File: src/rtl/sipo_frame_ctrl.sv
// Serial-in parallel-out framing controller: shifts WIDTH bits MSB first and
// hands each completed word to a registered valid/ready output buffer.
module sipo_frame_ctrl #(
  parameter int WIDTH = 8
) (
  input  logic             clk,
  input  logic             rst_n,
  input  logic             sin,
  input  logic             sin_en,
  input  logic             sin_start,
  output logic [WIDTH-1:0] pdata,
  output logic             pvalid,
  input  logic             pready,
  output logic             busy,
  output logic             frame_err,
  output logic             overrun
);

  localparam int CW = $clog2(WIDTH + 1);
  localparam logic [0:0] IDLE  = 1'b0;
  localparam logic [0:0] SHIFT = 1'b1;

  logic [0:0]       state_q, state_d;
  logic [CW-1:0]    cnt_q, cnt_d;
  logic [WIDTH-1:0] shreg_q, shreg_d;
  logic [WIDTH-1:0] pdata_q, pdata_d;
  logic             pvalid_q, pvalid_d;
  logic             frame_err_q, frame_err_d;
  logic             overrun_q, overrun_d;
  logic [WIDTH-1:0] shifted;
  logic             complete;

  assign shifted = {shreg_q[WIDTH-2:0], sin};

  always_comb begin
    state_d     = state_q;
    cnt_d       = cnt_q;
    shreg_d     = shreg_q;
    pdata_d     = pdata_q;
    pvalid_d    = pvalid_q;
    frame_err_d = 1'b0;
    overrun_d   = 1'b0;
    complete    = 1'b0;

    case (state_q)
      IDLE: begin
        if (sin_en && sin_start) begin
          shreg_d = shifted;
          cnt_d   = CW'(1);
          state_d = SHIFT;
        end
      end
      default: begin
        // A restart wins over completion, even on the last bit.
        if (sin_en && sin_start) begin
          shreg_d     = shifted;
          cnt_d       = CW'(1);
          frame_err_d = 1'b1;
        end else if (sin_en && (cnt_q == CW'(WIDTH - 1))) begin
          shreg_d  = shifted;
          cnt_d    = '0;
          state_d  = IDLE;
          complete = 1'b1;
        end else if (sin_en) begin
          shreg_d = shifted;
          cnt_d   = cnt_q + CW'(1);
        end
      end
    endcase

    // The buffer slot frees up in the same cycle it is consumed.
    if (complete) begin
      if (!pvalid_q || pready) begin
        pdata_d  = shifted;
        pvalid_d = 1'b1;
      end else begin
        overrun_d = 1'b1;
      end
    end else if (pvalid_q && pready) begin
      pvalid_d = 1'b0;
    end
  end

  always_ff @(posedge clk) begin
    if (!rst_n) begin
      state_q     <= IDLE;
      cnt_q       <= '0;
      shreg_q     <= '0;
      pdata_q     <= '0;
      pvalid_q    <= 1'b0;
      frame_err_q <= 1'b0;
      overrun_q   <= 1'b0;
    end else begin
      state_q     <= state_d;
      cnt_q       <= cnt_d;
      shreg_q     <= shreg_d;
      pdata_q     <= pdata_d;
      pvalid_q    <= pvalid_d;
      frame_err_q <= frame_err_d;
      overrun_q   <= overrun_d;
    end
  end

  assign pdata     = pdata_q;
  assign pvalid    = pvalid_q;
  assign busy      = (state_q == SHIFT);
  assign frame_err = frame_err_q;
  assign overrun   = overrun_q;

endmodule

File: config.mk
export PLATFORM = sky130hd
export DESIGN_NAME = sipo_frame_ctrl
export DESIGN_NICKNAME = d
export VERILOG_FILES = /design/src/rtl/sipo_frame_ctrl.sv
export SDC_FILE = /design/constraint.sdc
export NUM_CORES = 1
export LEC_CHECK = 0
export CORE_MARGIN = 8
export CORE_UTILIZATION = 35
export DETAILED_ROUTE_END_ITERATION = 8
export SETUP_SLACK_MARGIN = 0.15
export SYNTH_ARGS = -nofsm -noshare
export SYNTH_HDL_FRONTEND = slang
export SYNTH_SLANG_ARGS = --single-unit
File: constraint.sdc
create_clock -name clk -period 1.3 [get_ports clk]
set_input_delay 0.13 -clock clk [delete_from_list [all_inputs] [get_ports clk]]
set_output_delay 0.13 -clock clk [all_outputs]
set_load 0.05 [all_outputs]
==> results of run 1 <==
-- cells in the final DEF, fill, tap and decap left out, types with 2 or more instances in the layout --
master / count
nand2_1: 21
dfxtp_1: 18
mux2i_1: 15
buf_12: 14
buf_4: 11
nor2b_1: 8
dfxtp_2: 4
clkdlybuf4s50_1: 4
a21oi_1: 3
clkbuf_4: 3
nand4b_1: 2
a21boi_0: 2
nand3b_1: 2
o21ai_0: 2
-- per-layer routing --
metal / wire [µm] / up-vias
met3: 87 / 4
li1: - / 400
met1: 957 / 375
met5: 0 / -
met2: 1020 / 23
met4: 53 / 0
-- worst reg2reg max path, cell delays in order (launching register included) --
cell,delay [ns]
dfxtp_2,0.36
ha_4,0.17
nand4b_1,0.12
or4b_4,0.48
a21boi_1,0.13
-- flip-flops by register name (all words and copies together) (netlist names) --
name       count
pvalid         1
pdata          8
cnt_q          4
frame_err      1
shreg_q        7
busy           1
overrun        1
-- per-stage QoR --
step	power (µW)	worst slack, ns
after floorplan	817	-0.101
after global placement	875	-0.183
after detailed placement	879	-0.221
after CTS	1210	0.00228
after global routing	1260	-0.0281
final	1200	-0.00820
-- cells by family (layout without fill, tap and decap cells) --
group	count (synthesis)	in the layout	synth area share
AND/OR/NAND/NOR	42	42	0.247
multiplexers	15	15	0.150
AO/OA/AOI/OAI	12	12	0.0899
adder cells (fa/ha/maj)	1	1	0.0125
flip-flops	23	23	0.459
buffers and inverters	7	36	0.0412
-- path summary, 6_finish.rpt --
kind	from	endpoint	slack, ns	depth (start not counted)
max	cnt_q[1]	cnt_q[3]	-0.008	4
min	sin_start	frame_err	0.25	4
max reg2reg	cnt_q[1]	cnt_q[3]	-0.008	4
min reg2reg	shreg_q[6]	pdata[7]	0.49	2
-- power by group --
group          internal, µW  leakage [µW]  switching (µW)
registers               714      0.000188            16.0
logic                  74.1      0.000381            62.1
clock network           115     0.0000177             217
-- timing repair --
action	in CTS	in global routing
endpoints found under the setup margin	12	13
gates resized for setup	3	6
buffers inserted	0	1
pin swaps	3	3
-- final cells by class --
class | instances | area share
multi-input cells | 70 | 0.352
flip-flops and latches | 23 | 0.315
repair buffers | 31 | 0.286
well taps | 31 | 0.0260
clock buffers | 3 | 0.0151
clock inverters | 1 | 0.00336
inverters | 1 | 0.00252
==> impl_metrics.tcl, run 1 <==
set metrics [dict create \
    finClkSkew_ns 0.00335 \
    grt_start_max_net_pins 15 \
    areaGrowthSynthToFinish_pct 48.7 \
    initial_core_util 0.367 \
    synth_top_cells_by_count "23 x dfxtp_1, 21 x nand2_1, 15 x mux2i_1" \
    layout.cells.non_filler 160 \
    dr.pass1.iters 4 \
    die_y_um 69.5 \
    routed_wirelength_um 2110 \
    synth_top_area_share 0.459 \
    routabilityCongestion 0.784 \
    multi_input_area_um2 524 \
    path_delay_family "simple AND/OR/NAND/NOR gates" \
    cts.htree.levels 1 \
    holdWs_ns 0.246 \
    met1_usage 0.106 \
    ioPinCount 18 \
    path_cells "ha_4 > nand4b_1 > or4b_4 > a21boi_1" \
    drt_iter0_drc 25 \
    fmax_ghz 0.764 \
    viasPerCell 5.01 \
    rows 19 \
    dieArea_um2 4830 \
    yosysTopAreaCell "dfxtp_1" \
    n_antenna_cell 0 \
    antenna_found_initial 0 \
    use_met2 0.148 \
    clk_pin_slew_ns 0.12 \
    root_buffer "clkbuf_4" \
    fin_crit_sh 1.01 \
    syn_avg_cell_area_um2 10.0 \
    synth_cell_types 27 \
    syn_inst 100 \
    nets 137 \
    cts_tree "done" \
    cp.arrival_ns 1.56 \
    finalSetupTns_ns -0.00820 \
    gr-max-usage-layer "met2" \
    dp.cells 155 \
    cts_hold_buf 0 \
    grtUsageTotal 0.0905 \
    dpl_cell_area_um2 1420 \
    netlist_area_um2 1000 \
    min_path_type "primary input to flop" \
    violations "negative setup slack" \
    yosysSeqAreaShare 0.459 \
    finalMaxSlewViolations 0 \
    die_width_um 69.5 \
    path_class "flop to flop" \
    netlist_top_cells_area "dfxtp_1 46%, mux2i_1 15%, nand2_1 7.9%, nor2b_1 5.0%, nand4b_4 2.4%" \
    cts_buffer_depth 2 \
    cts_made_buffers 3 \
    yosys_warnings 0 \
    dp_hpwl_um 1570 \
    period_minus_slack_ns 1.31 \
    synth_edf_count 0 \
    grt_pass1_vias 806 \
    end_kind "flop" \
    crit_path_max_fanout 3 \
    core_um2 2730 \
    slowest_delay_ns 0.48 \
    regArea_um2 469 \
    cp_slowest_cell "or4b_4" \
    synth_top_flop_cell "dfxtp_1" \
    grt_pass1_wl_um 3710 \
    leakagePower_uw 0.000587 \
    rsz0062_at_grt "true" \
    async_flop_share 0 \
    grt-ovfl-total 0 \
    cts_sinks 23 \
    setup_viol 1 \
    vias 802 \
    hold_violations 0 \
    routedWlPerCell_um 13.2 \
    required_ns 1.55 \
    drc 0 \
    synth_most_common_cell "dfxtp_1" \
    vdd_drop_max_v 0.000567 \
    power_density_nw_per_um2 804 \
    drv_cap 0 \
    ant_nets 0 \
    syn-num-nets 107 \
    stdcell_area_um2 1490 \
    fill_cells 251 \
    path_buf_inv 0 \
    fin_ws_ns -0.00820 \
    synth-seq-cells 23 \
    insertion_delay_ns 0.31 \
    worst_pin_slew_ns 0.301 \
    port_buffers 17 \
    worstSetupStartpointType "flop" \
    utilization 0.545 \
    grt.met3_usage 0.0186 \
    slew_headroom 0.799 \
    drive_above_1_share 0.341 \
    run_status "finished, violations left" \
]
Power figures use the tool's default switching activity.
==> run 2: changes to the inputs <==
Settings changed: CORE_MARGIN 8 to 3.
==> run 2 against run 1 <==
Against the previous run:
- the run now ends clean
- hold slack gained 0.10 ns
- clock power is essentially flat
- power decreased by 0.41%
- maximum frequency is 4.1% higher
- clock skew about the same
- setup slack better by 0.052 ns
- count of clock-buffer cells in the layout stayed put
- global-route usage increased by 2.8 points
- critical endpoint unchanged
==> impl_metrics.tcl, run 2 (synthesized netlist as in run 1, its figures left out) <==
set metrics [dict create \
    run_status "complete, no violations" \
    port_buffers 17 \
    hold_start "sin_en" \
    cts_made_buffers 3 \
    vdd_drop_max_v 0.000561 \
    setup_viol 0 \
    cts.htree.levels 1 \
    drc 0 \
    nets 136 \
    path_class "flop to flop" \
    cts_hold_buf 0 \
    ioPinCount 18 \
    cts_buffer_depth 2 \
    holdWs_ns 0.348 \
    multi_input_area_um2 527 \
    final_cell_mix "21 x nand2_1, 18 x dfxtp_1, 14 x mux2i_1, 14 x buf_12, 11 x buf_4" \
    rsz0062_at_grt "true" \
    cts_sinks 23 \
    die_y_um 59.5 \
    cp.arrival_ns 1.51 \
    drt_iter0_drc 7 \
    vias 761 \
    drv_cap 0 \
    final_common_cell "nand2_1" \
    pre_cts_ws_ns -0.349 \
    finalMaxSlewViolations 0 \
    grt_pass1_wl_um 3260 \
    grt_pass1_vias 753 \
    n_antenna_cell 0 \
    finClkSkew_ns 0.00316 \
    end_kind "flop" \
    routedWlPerCell_um 11.8 \
    worst_pin_slew_ns 0.362 \
    period_minus_slack_ns 1.26 \
    rr_startpoint "cnt_q[0]" \
    routabilityCongestion 0.873 \
    antenna_found_initial 0 \
    regArea_um2 469 \
    grtUsageTotal 0.118 \
    root_buffer "clkbuf_4" \
    initial_core_util 0.387 \
    setup.worst_path.start "cnt_q[0]" \
    stdcell_area_um2 1480 \
    die_width_um 59.5 \
    dp_hpwl_um 1340 \
    largest_register_ff_count 8 \
    dr.pass1.iters 4 \
    insertion_delay_ns 0.31 \
    grt_start_max_net_pins 32 \
    areaGrowthSynthToFinish_pct 47.6 \
    cts_tree "done" \
    worstSetupStartpointType "flop" \
    viasPerCell 4.82 \
    fill_cells 217 \
    routed_wirelength_um 1860 \
    dieArea_um2 3540 \
    leakagePower_uw 0.000581 \
    fin_crit_sh 0.966 \
    slew_headroom 0.758 \
    grt-ovfl-total 0 \
    hold_violations 0 \
    power_density_nw_per_um2 807 \
    fin_ws_ns 0.0436 \
    crit_path_max_fanout 4 \
    required_ns 1.55 \
    drive_above_1_share 0.344 \
    clk_pin_slew_ns 0.12 \
    fmax_ghz 0.796 \
    ant_nets 0 \
    rows 18 \
    dpl_cell_area_um2 1420 \
    min_path_type "primary input to flop" \
    core_um2 2590 \
]
[run 2: cell types whose count changed in the layout (fill, tap and decap cells not counted)]
cell             before  now
mux2i_2               0    1
buf_6                 1    0
or4b_4                1    0
mux2i_1              15   14
nand2b_2              0    1
or4b_1                0    1
nand2b_1              1    0
dlygate4sd2_1         0    1
clkdlybuf4s50_1       4    3
[run 2: worst paths after layout]
check,to,slack [ns],cells past startpoint
worst min-delay path,cnt_q[3],0.35,4
worst max register to register,cnt_q[3],0.04,4
worst max-delay path,cnt_q[3],0.04,4
worst min register to register,pdata[7],0.48,2
[run 2: area by class of cell]
class	count	area share
inverter	1	0.00254
sequential	23	0.317
clock inverter	1	0.00338
clock buffer	3	0.0152
tap	30	0.0254
timing repair buffer	30	0.280
multi-input combinational	70	0.356
[run 2: per-layer routing]
metal,GRT usage,wire length [µm]
met4,0.0380,28
met2,0.198,884
met1,0.150,877
met3,0.0261,66
met5,0,0
[run 2: report_power, final]
| part | switching (µW) | internal [µW] |
|---|---|---|
| Clock | 218 | 115 |
| Sequential | 15.8 | 714 |
| Combinational | 59.6 | 70.3 |
[run 2: critical path: stages (launching register included)]
cell and delay, ns:
dfxtp_2 0.37, buf_4 0.13, nand3_2 0.08, or4b_1 0.50, a21boi_1 0.12
[run 2: repair_timing]
| item | CTS | global route |
|---|---|---|
| gates cloned | 0 | 0 |
| pin swaps | 3 | 3 |
| gates resized for setup | 6 | 4 |
| buffers inserted | 1 | 0 |
| endpoints found under the setup margin | 12 | 12 |
[run 2: per-stage QoR]
stage	total power, µW	TNS [ns]	std cells	utilization
after CTS	1210	-0.00861	158	0.567
after global routing	1250	-0.0467	158	0.571
final	1190	0	158	0.571
after global placement	872	-3.60	153	0.546
after floorplan	817	-0.805	100	-
after detailed placement	874	-4.16	153	0.546
==> run 3: changes to the inputs <==
Clock period 1.3 ns to 1.17 ns, I/O delays scaled along.
==> run 3 against run 2 <==
Against the previous run:
- the run now ends with negative setup slack left
- critical path depth is the same
- routed wire length grew 18%
- power grew 16%
- clock skew shrank 0.0013 ns
- utilization grew 4.3 points
- flip-flop and latch count is the same
- largest cell class unchanged
- non-clock buffer count grew 9
==> impl_metrics.tcl, run 3 (synthesized netlist as in run 1, its figures left out) <==
set metrics [dict create \
    run_status "finished, violations left" \
    grt_pass1_wl_um 3740 \
    cts_sinks 23 \
    drv_cap 0 \
    worst_pin_slew_ns 0.274 \
    ant_nets 0 \
    final_common_cell "nand2_1" \
    dr.pass1.iters 4 \
    final_cell_mix "19 x nand2_1, 16 x buf_12, 15 x mux2i_1, 14 x dfxtp_1, 14 x buf_4" \
    fin_ws_ns -0.146 \
    routabilityCongestion 0.882 \
    period_minus_slack_ns 1.32 \
    grt-ovfl-total 0 \
    port_buffers 17 \
    rows 18 \
    violations "negative setup slack" \
    insertion_delay_ns 0.31 \
    clk_pin_slew_ns 0.13 \
    ioPinCount 18 \
    slew_headroom 0.817 \
    min_path_type "primary input to flop" \
    required_ns 1.42 \
    viasPerCell 4.99 \
    fin_crit_sh 1.12 \
    drc 0 \
    drive_above_1_share 0.423 \
    grt_start_max_net_pins 26 \
    finalMaxSlewViolations 0 \
    power_density_nw_per_um2 868 \
    core_um2 2590 \
    dieArea_um2 3540 \
    cts_made_buffers 3 \
    routedWlPerCell_um 13.2 \
    rsz0062_at_grt "true" \
    cp.arrival_ns 1.57 \
    grtUsageTotal 0.138 \
    dp_hpwl_um 1500 \
    drt_iter0_drc 6 \
    root_buffer "clkbuf_4" \
    hold_violations 0 \
    largest_register_ff_count 8 \
    crit_path_max_fanout 2 \
    setup_viol 9 \
    n_antenna_cell 0 \
    cts_tree "done" \
    end_kind "flop" \
    finClkSkew_ns 0.00185 \
    vias 834 \
    vdd_drop_max_v 0.000605 \
    fill_cells 213 \
    cts.htree.levels 1 \
    grt_pass1_vias 863 \
    worstSetupStartpointType "flop" \
    multi_input_area_um2 529 \
    utilization 0.614 \
    nets 145 \
    cts_buffer_depth 2 \
    areaGrowthSynthToFinish_pct 58.7 \
    antenna_found_initial 0 \
    cts_hold_buf 0 \
    regArea_um2 474 \
    die_y_um 59.5 \
    die_width_um 59.5 \
    leakagePower_uw 0.000632 \
    fin_total_pwr_uw 1380 \
    fmax_ghz 0.760 \
    routed_wirelength_um 2200 \
    path_class "flop to flop" \
    initial_core_util 0.387 \
]
-- run 3: cell type report --
cell class	instances	area share
clock inverter	1	0.00315
tap	30	0.0236
sequential	23	0.298
timing repair buffer	39	0.326
inverter	1	0.00236
clock buffer	3	0.0142
multi-input combinational	70	0.333
-- run 3: stage by stage --
| stage | TNS [ns] | hold slack (ns) | area [µm²] | std cells | worst slack [ns] |
|---|---|---|---|---|---|
| 2_1_floorplan | -2.07 | 0.259 | 1010 | 100 | -0.231 |
| 3_3_place_gp | -5.49 | 0.464 | 1470 | 159 | -0.308 |
| 3_5_place_dp | -6.16 | 0.472 | 1470 | 159 | -0.363 |
| 4_1_cts | -1.07 | 0.349 | 1570 | 167 | -0.145 |
| 5_1_grt | -1.89 | 0.368 | 1590 | 167 | -0.194 |
| 6_report | -0.728 | 0.351 | 1590 | 167 | -0.146 |
-- run 3: layer usage --
layer | share of wire | GRT usage | vias to the layer above
met1 | 0.43 | 0.169 | 402
met3 | 0.029 | 0.0196 | 0
met4 | 0 | 0.0475 | 0
met2 | 0.55 | 0.243 | 14
li1 | - | - | 418
met5 | 0 | 0 | -
-- run 3: critical path: stages, from the launching register on --
cell      delay (ns)
dfxtp_2         0.38
buf_4           0.13
nand3_2         0.10
or4b_1          0.52
a21boi_1        0.14
-- run 3: worst paths after layout --
check,from,to,slack [ns],cells past startpoint
worst min register to register,shreg_q[6],pdata[7],0.49,2
worst max register to register,cnt_q[1],cnt_q[3],-0.15,4
worst min-delay path,sin_start,frame_err,0.35,4
worst max-delay path,cnt_q[1],cnt_q[3],-0.15,4
-- run 3: what timing repair did --
action / CTS / global route
hold endpoints to repair: 0 / 0
pin swaps: 4 / 4
buffers inserted: 4 / 0
setup endpoints to repair: 22 / 28
gates resized for setup: 11 / 9
-- run 3: where the power goes --
group	internal (µW)	leakage [µW]	switching, µW
Combinational	115	0.000424	85.6
Sequential	793	0.000190	11.4
Clock	128	0.0000177	248
